==> config.mk <==
export PLATFORM = sky130hd
export DESIGN_NAME = btn_input_ctrl_flat
export DESIGN_NICKNAME = d
export VERILOG_FILES = /design/src/rtl/btn_pkg.sv /design/src/rtl/btn_input_ctrl_if.sv /design/src/rtl/btn_debounce_fsm.sv /design/src/rtl/btn_input_ctrl.sv /design/src/flat_wrapper.sv
export SDC_FILE = /design/constraint.sdc
export NUM_CORES = 1
export LEC_CHECK = 0
export BUFFER_PORTS_ARGS = -buffer_cell sky130_fd_sc_hd__buf_2
export CORE_ASPECT_RATIO = 1.5
export CORE_MARGIN = 4
export CORE_UTILIZATION = 45
export CTS_BUF_LIST = sky130_fd_sc_hd__clkbuf_8 sky130_fd_sc_hd__clkbuf_16
export CTS_CLUSTER_SIZE = 20
export DETAILED_ROUTE_END_ITERATION = 16
export PLACE_DENSITY_LB_ADDON = 0.3
export SLEW_MARGIN = 5
export SYNTH_ARGS = -nofsm -noshare
export SYNTH_HDL_FRONTEND = slang
export SYNTH_HIERARCHICAL = 1
export SYNTH_SLANG_ARGS = --single-unit
==> constraint.sdc <==
create_clock -name clk -period 8.3 [get_ports clk]
set_clock_uncertainty 0.2 [all_clocks]
set_input_delay 1.245 -clock clk [delete_from_list [all_inputs] [get_ports clk]]
set_output_delay 1.245 -clock clk [all_outputs]
set_load 0.03 [all_outputs]
==> src/rtl/btn_pkg.sv <==
// Shared types and constants for the push-button front-end.
package btn_pkg;

   localparam int CNT_W = 16;

   typedef enum logic [2:0] {
      IDLE         = 3'd0,
      PRESS_WAIT   = 3'd1,
      HELD         = 3'd2,
      REPEATING    = 3'd3,
      RELEASE_WAIT = 3'd4
   } btn_state_t;

endpackage

==> src/rtl/btn_input_ctrl_if.sv <==
// Button event port: one event (id + repeat flag) per valid/ready handshake.
interface btn_input_ctrl_if #(
   parameter int ID_W = 3
);
   // An event transfers on a clk edge where evt_valid && evt_ready. While
   // evt_valid is high and evt_ready low, evt_id and evt_repeat stay stable and
   // evt_valid does not drop; evt_ready may change freely.
   logic            evt_valid;
   logic            evt_ready;
   logic [ID_W-1:0] evt_id;
   logic            evt_repeat;

   modport master (
      output evt_valid,
      output evt_id,
      output evt_repeat,
      input  evt_ready
   );

   modport slave (
      input  evt_valid,
      input  evt_id,
      input  evt_repeat,
      output evt_ready
   );
endinterface

==> src/rtl/btn_debounce_fsm.sv <==
// One button: two-flop synchronizer followed by a tick-driven debounce and
// hold-to-repeat FSM. Events are combinational pulses on the transition edge.
module btn_debounce_fsm
   import btn_pkg::*;
#(
   parameter int DEB_TICKS  = 4,
   parameter int HOLD_TICKS = 500,
   parameter int RPT_TICKS  = 100
) (
   input  logic       clk,
   input  logic       rst_n,
   input  logic       tick,
   input  logic       btn_raw,
   output logic       level,
   output logic       press_evt,
   output logic       rpt_evt,
   output btn_state_t state
);

   logic             meta;
   logic             btn_sync;
   btn_state_t       state_q, state_nxt;
   logic [CNT_W-1:0] cnt_q, cnt_nxt;
   logic [CNT_W-1:0] cnt_inc;

   localparam logic [CNT_W-1:0] DEB_C  = CNT_W'(DEB_TICKS);
   localparam logic [CNT_W-1:0] HOLD_C = CNT_W'(HOLD_TICKS);
   localparam logic [CNT_W-1:0] RPT_C  = CNT_W'(RPT_TICKS);

   always_ff @(posedge clk) begin
      meta     <= btn_raw;
      btn_sync <= meta;
   end

   always_ff @(posedge clk) begin
      if (!rst_n) begin
         state_q <= IDLE;
         cnt_q   <= '0;
      end else begin
         state_q <= state_nxt;
         cnt_q   <= cnt_nxt;
      end
   end

   assign cnt_inc = cnt_q + CNT_W'(1);

   always_comb begin
      state_nxt = state_q;
      cnt_nxt   = cnt_q;
      press_evt = 1'b0;
      rpt_evt   = 1'b0;
      if (tick) begin
         case (state_q)
            IDLE: begin
               // cnt is always 0 here, so cnt_inc is the first qualifying tick
               if (btn_sync) begin
                  if (cnt_inc == DEB_C) begin
                     state_nxt = HELD;
                     cnt_nxt   = '0;
                     press_evt = 1'b1;
                  end else begin
                     state_nxt = PRESS_WAIT;
                     cnt_nxt   = cnt_inc;
                  end
               end
            end
            PRESS_WAIT: begin
               if (!btn_sync) begin
                  state_nxt = IDLE;
                  cnt_nxt   = '0;
               end else if (cnt_inc == DEB_C) begin
                  state_nxt = HELD;
                  cnt_nxt   = '0;
                  press_evt = 1'b1;
               end else begin
                  cnt_nxt = cnt_inc;
               end
            end
            HELD, REPEATING: begin
               if (!btn_sync) begin
                  if (DEB_C == CNT_W'(1)) begin
                     state_nxt = IDLE;
                     cnt_nxt   = '0;
                  end else begin
                     state_nxt = RELEASE_WAIT;
                     cnt_nxt   = CNT_W'(1);
                  end
               end else if (cnt_inc == ((state_q == HELD) ? HOLD_C : RPT_C)) begin
                  state_nxt = REPEATING;
                  cnt_nxt   = '0;
                  rpt_evt   = 1'b1;
               end else begin
                  cnt_nxt = cnt_inc;
               end
            end
            RELEASE_WAIT: begin
               // a bounce back high restarts the hold timing from scratch
               if (btn_sync) begin
                  state_nxt = HELD;
                  cnt_nxt   = '0;
               end else if (cnt_inc == DEB_C) begin
                  state_nxt = IDLE;
                  cnt_nxt   = '0;
               end else begin
                  cnt_nxt = cnt_inc;
               end
            end
            default: begin
               state_nxt = IDLE;
               cnt_nxt   = '0;
            end
         endcase
      end
   end

   assign level = (state_q == HELD) || (state_q == REPEATING) || (state_q == RELEASE_WAIT);
   assign state = state_q;

endmodule

==> src/rtl/btn_input_ctrl.sv <==
// Push-button front-end: per-button debounce FSMs feeding a lowest-index-first
// arbiter with one pending slot per button and a registered event port.
module btn_input_ctrl
   import btn_pkg::*;
#(
   parameter int N_BTN      = 5,
   parameter int DEB_TICKS  = 4,
   parameter int HOLD_TICKS = 500,
   parameter int RPT_TICKS  = 100,
   parameter int ID_W       = $clog2(N_BTN)
) (
   input  logic                  clk,
   input  logic                  rst_n,
   input  logic                  tick,
   input  logic [N_BTN-1:0]      btn_raw,
   output logic [N_BTN-1:0]      btn_level,
   btn_input_ctrl_if.master      evt,
   output logic                  evt_overflow,
   output logic [N_BTN-1:0][2:0] fsm_state
);

   logic [N_BTN-1:0] press_evt;
   logic [N_BTN-1:0] rpt_evt;
   logic [N_BTN-1:0] new_evt;
   logic [N_BTN-1:0] pending_q, pending_nxt;
   logic [N_BTN-1:0] pend_rpt_q, pend_rpt_nxt;
   logic [N_BTN-1:0] take;
   logic [N_BTN-1:0] drop;
   logic             win_any;
   logic [ID_W-1:0]  win_id;
   logic             load;
   logic             valid_q;
   logic [ID_W-1:0]  id_q;
   logic             repeat_q;

   for (genvar i = 0; i < N_BTN; i++) begin : g_btn
      btn_state_t st;
      btn_debounce_fsm #(
         .DEB_TICKS  (DEB_TICKS),
         .HOLD_TICKS (HOLD_TICKS),
         .RPT_TICKS  (RPT_TICKS)
      ) u_fsm (
         .clk       (clk),
         .rst_n     (rst_n),
         .tick      (tick),
         .btn_raw   (btn_raw[i]),
         .level     (btn_level[i]),
         .press_evt (press_evt[i]),
         .rpt_evt   (rpt_evt[i]),
         .state     (st)
      );
      assign fsm_state[i] = st;
   end

   assign new_evt = press_evt | rpt_evt;
   assign load    = !valid_q || evt.evt_ready;

   always_comb begin
      win_any = 1'b0;
      win_id  = '0;
      for (int i = N_BTN - 1; i >= 0; i--) begin
         if (pending_q[i]) begin
            win_any = 1'b1;
            win_id  = ID_W'(i);
         end
      end
   end

   // A slot being loaded this cycle is free again, so an event landing on it
   // is kept rather than counted as an overflow.
   always_comb begin
      take         = '0;
      drop         = '0;
      pending_nxt  = pending_q;
      pend_rpt_nxt = pend_rpt_q;
      if (load && win_any) begin
         take[win_id] = 1'b1;
      end
      for (int i = 0; i < N_BTN; i++) begin
         if (new_evt[i] && (!pending_q[i] || take[i])) begin
            pending_nxt[i]  = 1'b1;
            pend_rpt_nxt[i] = rpt_evt[i];
         end else if (take[i]) begin
            pending_nxt[i] = 1'b0;
         end
         drop[i] = new_evt[i] && pending_q[i] && !take[i];
      end
   end

   always_ff @(posedge clk) begin
      if (!rst_n) begin
         pending_q    <= '0;
         pend_rpt_q   <= '0;
         valid_q      <= 1'b0;
         id_q         <= '0;
         repeat_q     <= 1'b0;
         evt_overflow <= 1'b0;
      end else begin
         pending_q    <= pending_nxt;
         pend_rpt_q   <= pend_rpt_nxt;
         evt_overflow <= evt_overflow | (|drop);
         if (load) begin
            valid_q <= win_any;
            if (win_any) begin
               id_q     <= win_id;
               repeat_q <= pend_rpt_q[win_id];
            end
         end
      end
   end

   assign evt.evt_valid  = valid_q;
   assign evt.evt_id     = id_q;
   assign evt.evt_repeat = repeat_q;

endmodule

==> src/flat_wrapper.sv <==
// flat-port wrapper written by rule: the top's interface ports become plain ports
module btn_input_ctrl_flat import btn_pkg::*;
#(
   parameter int N_BTN      = 5,
   parameter int DEB_TICKS  = 4,
   parameter int HOLD_TICKS = 500,
   parameter int RPT_TICKS  = 100,
   parameter int ID_W       = $clog2(N_BTN)
)
  (clk, rst_n, tick, btn_raw, btn_level, evt_overflow, fsm_state, evt_evt_valid, evt_evt_id, evt_evt_repeat, evt_evt_ready);
  btn_input_ctrl_if #(.ID_W(ID_W)) evt_i ();
  input  logic clk;
  input  logic rst_n;
  input  logic tick;
  input  logic [N_BTN-1:0] btn_raw;
  output logic [N_BTN-1:0] btn_level;
  output logic evt_overflow;
  output logic [N_BTN-1:0][2:0] fsm_state;
  output wire logic [$bits(evt_i.evt_valid)-1:0] evt_evt_valid;
  output wire logic [$bits(evt_i.evt_id)-1:0] evt_evt_id;
  output wire logic [$bits(evt_i.evt_repeat)-1:0] evt_evt_repeat;
  input wire logic [$bits(evt_i.evt_ready)-1:0] evt_evt_ready;
  assign evt_evt_valid = evt_i.evt_valid;
  assign evt_evt_id = evt_i.evt_id;
  assign evt_evt_repeat = evt_i.evt_repeat;
  assign evt_i.evt_ready = evt_evt_ready;
  btn_input_ctrl #(.N_BTN(N_BTN), .DEB_TICKS(DEB_TICKS), .HOLD_TICKS(HOLD_TICKS), .RPT_TICKS(RPT_TICKS), .ID_W(ID_W)) u_core (.clk(clk), .rst_n(rst_n), .tick(tick), .btn_raw(btn_raw), .btn_level(btn_level), .evt(evt_i), .evt_overflow(evt_overflow), .fsm_state(fsm_state));
endmodule
==> run summary <==
Placeable core area -> 19100 µm²
Count of pins over their slew limit -> 0
Mean area per synthesized cell -> 7.79 µm²
Max Clock Freq -> 296 MHz
GRT Overall Usage -> 20.1%
# H-tree levels -> 4
Pleak -> 3.52 nW
HP Class -> flip-flop to flip-flop
Number of synthesized flops with an enable pin -> 0
Die area -> 21700 µm²
Worst-path clk slew -> 0.06 ns
R2r setup slk -> 4.92 ns
Hold buffers post-CTS -> 0
Worst slew margin -> 28.8%
CTS Sinks -> 121
Max-Cap Viols -> 0
Final GP Congestion -> 0.870
Port-buffer cells -> 34
Outcome -> complete, no violations
Crit path launch -> u_core/g_btn[3].u_fsm/cnt_q[0]
CP max FO -> 19
Seq pwr share -> 39.0%
Critical Path RT -> 8.44 ns
Combinational share of power -> 11.2%
WL met3 -> 793 µm
Placed cells -> 1337
Power Dens Cells -> 168 nW/µm²
GR Overflow Total -> 0
Via count -> 8242
Initial Utilization -> 45.7%
Clk pwr share -> 49.8%
Bufs on Longest Clock Path -> 2
Endpoint type of the worst setup path -> flip-flop
Critical path arrival -> 3.52 ns
Die height -> 179 µm
Syn nets -> 1134
Crit path kind -> flip-flop to flip-flop
Switching part of the total power -> 26.9%
Synth async-reset ratio -> 0%
Clock buffer count from CTS -> 17
Net Sw Power -> 0.430 mW
Reg2Reg Depth -> 8
Kind of cell adding the most delay to the critical path -> compound AO/OA/AOI/OAI gates
Yosys cell types -> 86
Most frequent cell after synthesis -> nand2_1
CP endpoint -> u_core/g_btn[3].u_fsm/cnt_q[14]
First-pass GRT wire length -> 36.4 mm
Sequential-to-total area share from yosys stat -> 27.8%
DP HPWL -> 15.1 mm
Post_cts resized -> 0
Yosys reg bits -> 121
Synth cell count leaders -> 140 x nand2_1, 121 x dfxtp_1, 84 x nor2_1
Top sig layer -> met4
Vias in the first global route -> 7874
Worst Tran Pin Value -> 1.06 ns
Critical path's slowest cell -> a211o_1
Clock latency on the worst-skew pair -> 0.42 ns
Post-synth design cell area -> 8720 µm²
Setup TNS -> 0 ns
Instance count on the critical path -> 8
Synth area leaders -> dfxtp_1 28%, nand2_1 6.0%, nor2_1 3.6%, nand3_1 2.8%, o21ai_0 2.6%
Fin crit share -> 40.7%
Average wire per standard cell -> 15.7 µm
ANT nets after route -> 0
Diode count -> 0
Std-Cell Rows -> 62
Vias/cell -> 6.02
Synth-to-layout area growth -> 8.52%
Tmin final -> 3.38 ns
DRC violations left -> 0
Maximum VDD drop -> 144 µV
Io pins -> 35
Share of cells above drive strength 1 -> 13.5%
Drt first pass iters -> 5
Hold Vio Cnt, Final -> 0
Largest net degree at the start of global routing -> 45
Setup Viol. Count Final -> 0
Post-Layout Cell Count -> 1369
Met1 Wirelength -> 9.02 mm
Drt total wl -> 21.5 mm
Critical hold path startpoint -> u_core/g_btn[4].u_fsm/meta
Postcts setup bufs -> 0
CTS tree -> yes
Hold path cells -> 0
Final nets -> 1114
Synth Flop Type -> dfxtp_1
Worst R2R End -> u_core/g_btn[3].u_fsm/cnt_q[14]
R2R Path Start -> u_core/g_btn[3].u_fsm/cnt_q[0]
Crit-path max cell delay -> 0.57 ns
Root Buffer Master -> clkbuf_16
Initial antenna violation count -> 0
Cell taking the most area after synthesis -> dfxtp_1
Top cell type's share of synthesized area -> 27.8%
Startpoint Class -> flip-flop
Die Wd -> 122 µm
Buf/Inv on CP -> 0
RSZ-0062 raised after global routing -> no
Yosys warning total -> 6
DR iter-0 viols -> 681
Cell Int Power -> 1.17 mW
Post-synthesis cell count -> 1120
Met2 WL post-DR -> 11.3 mm
CP Cell Sequence -> ha_1, nand3_1, nor3_1, mux2_2, a41oi_1, a211o_1, nand2_1, o22ai_1
[placed cells by master (no fill, tap or decap), drive strengths merged, types with 14 or more instances in the layout]
cell type / netlist / final
xnor2: 25 / 25
nor3: 31 / 31
nand3: 56 / 56
dfxtp: 121 / 121
nand2: 140 / 140
a31oi: 21 / 21
o21ai: 54 / 54
o221ai: 20 / 20
clkbuf: 32 / 18
nand2b: 27 / 27
buf: 48 / 41
nor4: 23 / 23
a211oi: 14 / 14
a21oi: 42 / 42
xor2: 17 / 17
o211ai: 18 / 18
mux2i: 21 / 21
nor2: 84 / 84
inv: 47 / 51
nand4: 35 / 35
and3: 16 / 16
and2: 29 / 29
[metrics by stage]
step / area, µm² / worst slack, ns / total power, mW / utilization (%) / hold WS (ns)
floorplan: 8720 / 5.31 / 0.769 / - / 0.110
global placement: 8830 / 4.90 / 0.811 / 46.3 / 0.110
detailed placement: 8830 / 4.83 / 0.812 / 46.3 / 0.114
CTS: 9460 / 4.94 / 1.61 / 49.6 / 0.128
global route: 9460 / 4.63 / 1.66 / 49.6 / 0.131
finish: 9460 / 4.92 / 1.59 / 49.6 / 0.127
[sequential cells by signal (all words and copies together), names as in the netlist]
| signal | count |
|---|---|
| u_core/g_btn.u_fsm/state | 15 |
| u_core/pending_q | 5 |
| u_core/g_btn.u_fsm/meta | 5 |
| u_core/evt.evt_repeat | 1 |
| u_core/evt.evt_id | 3 |
| u_core/evt_overflow | 1 |
| u_core/evt.evt_valid | 1 |
| u_core/g_btn.u_fsm/cnt_q | 80 |
| u_core/g_btn.u_fsm/btn_sync | 5 |
| u_core/pend_rpt_q | 5 |
[worst min-delay path by stage]
| stage | slack, ns | end |
|---|---|---|
| 2_1_floorplan | 0.11 | u_core/g_btn[0].u_fsm/btn_sync |
| 3_3_place_gp | 0.11 | u_core/g_btn[4].u_fsm/btn_sync |
| 3_5_place_dp | 0.11 | u_core/g_btn[1].u_fsm/btn_sync |
| 4_1_cts | 0.13 | u_core/g_btn[1].u_fsm/btn_sync |
| 5_1_grt | 0.13 | u_core/g_btn[4].u_fsm/btn_sync |
| 6_report | 0.13 | u_core/g_btn[4].u_fsm/btn_sync |
[layout make-up]
type                            instances  area, µm²
Clock inverter                         14        195
Sequential cell                       121       2420
Timing Repair Buffer                   41        223
Clock buffer                           18        439
Multi-Input combinational cell        872       5690
Tap cell                              256        320
Inverter                               47        176
Fill cell                            1886       9620
[power by group through the flow]
stage	logic (mW)	clock network, mW	registers [mW]
floorplan	0.134	0	0.635
global placement	0.178	0	0.633
detailed placement	0.178	0	0.633
CTS	0.179	0.813	0.621
global route	0.198	0.839	0.624
finish	0.179	0.794	0.621
[cell families (layout without fill, tap and decap cells)]
group | count (synthesis) | in the layout | synth area share [%]
and+or+nand+nor | 505 | 505 | 31.4
buffers and inverters | 127 | 120 | 7.23
DFF | 121 | 121 | 27.8
AOI/OAI and AO/OA | 296 | 296 | 25.9
muxes | 24 | 24 | 2.80
xor gates and xnor gates | 42 | 42 | 4.22
adders and majority gates | 5 | 5 | 0.717
[routing by layer]
layer | vias to the layer above | track usage (%)
met1 | 3933 | 22.5
met4 | 0 | 7.57
met5 | - | 0
li1 | 4110 | -
met3 | 36 | 4.41
met2 | 163 | 37.0
Note: power is estimated with default switching activity, not from simulation.
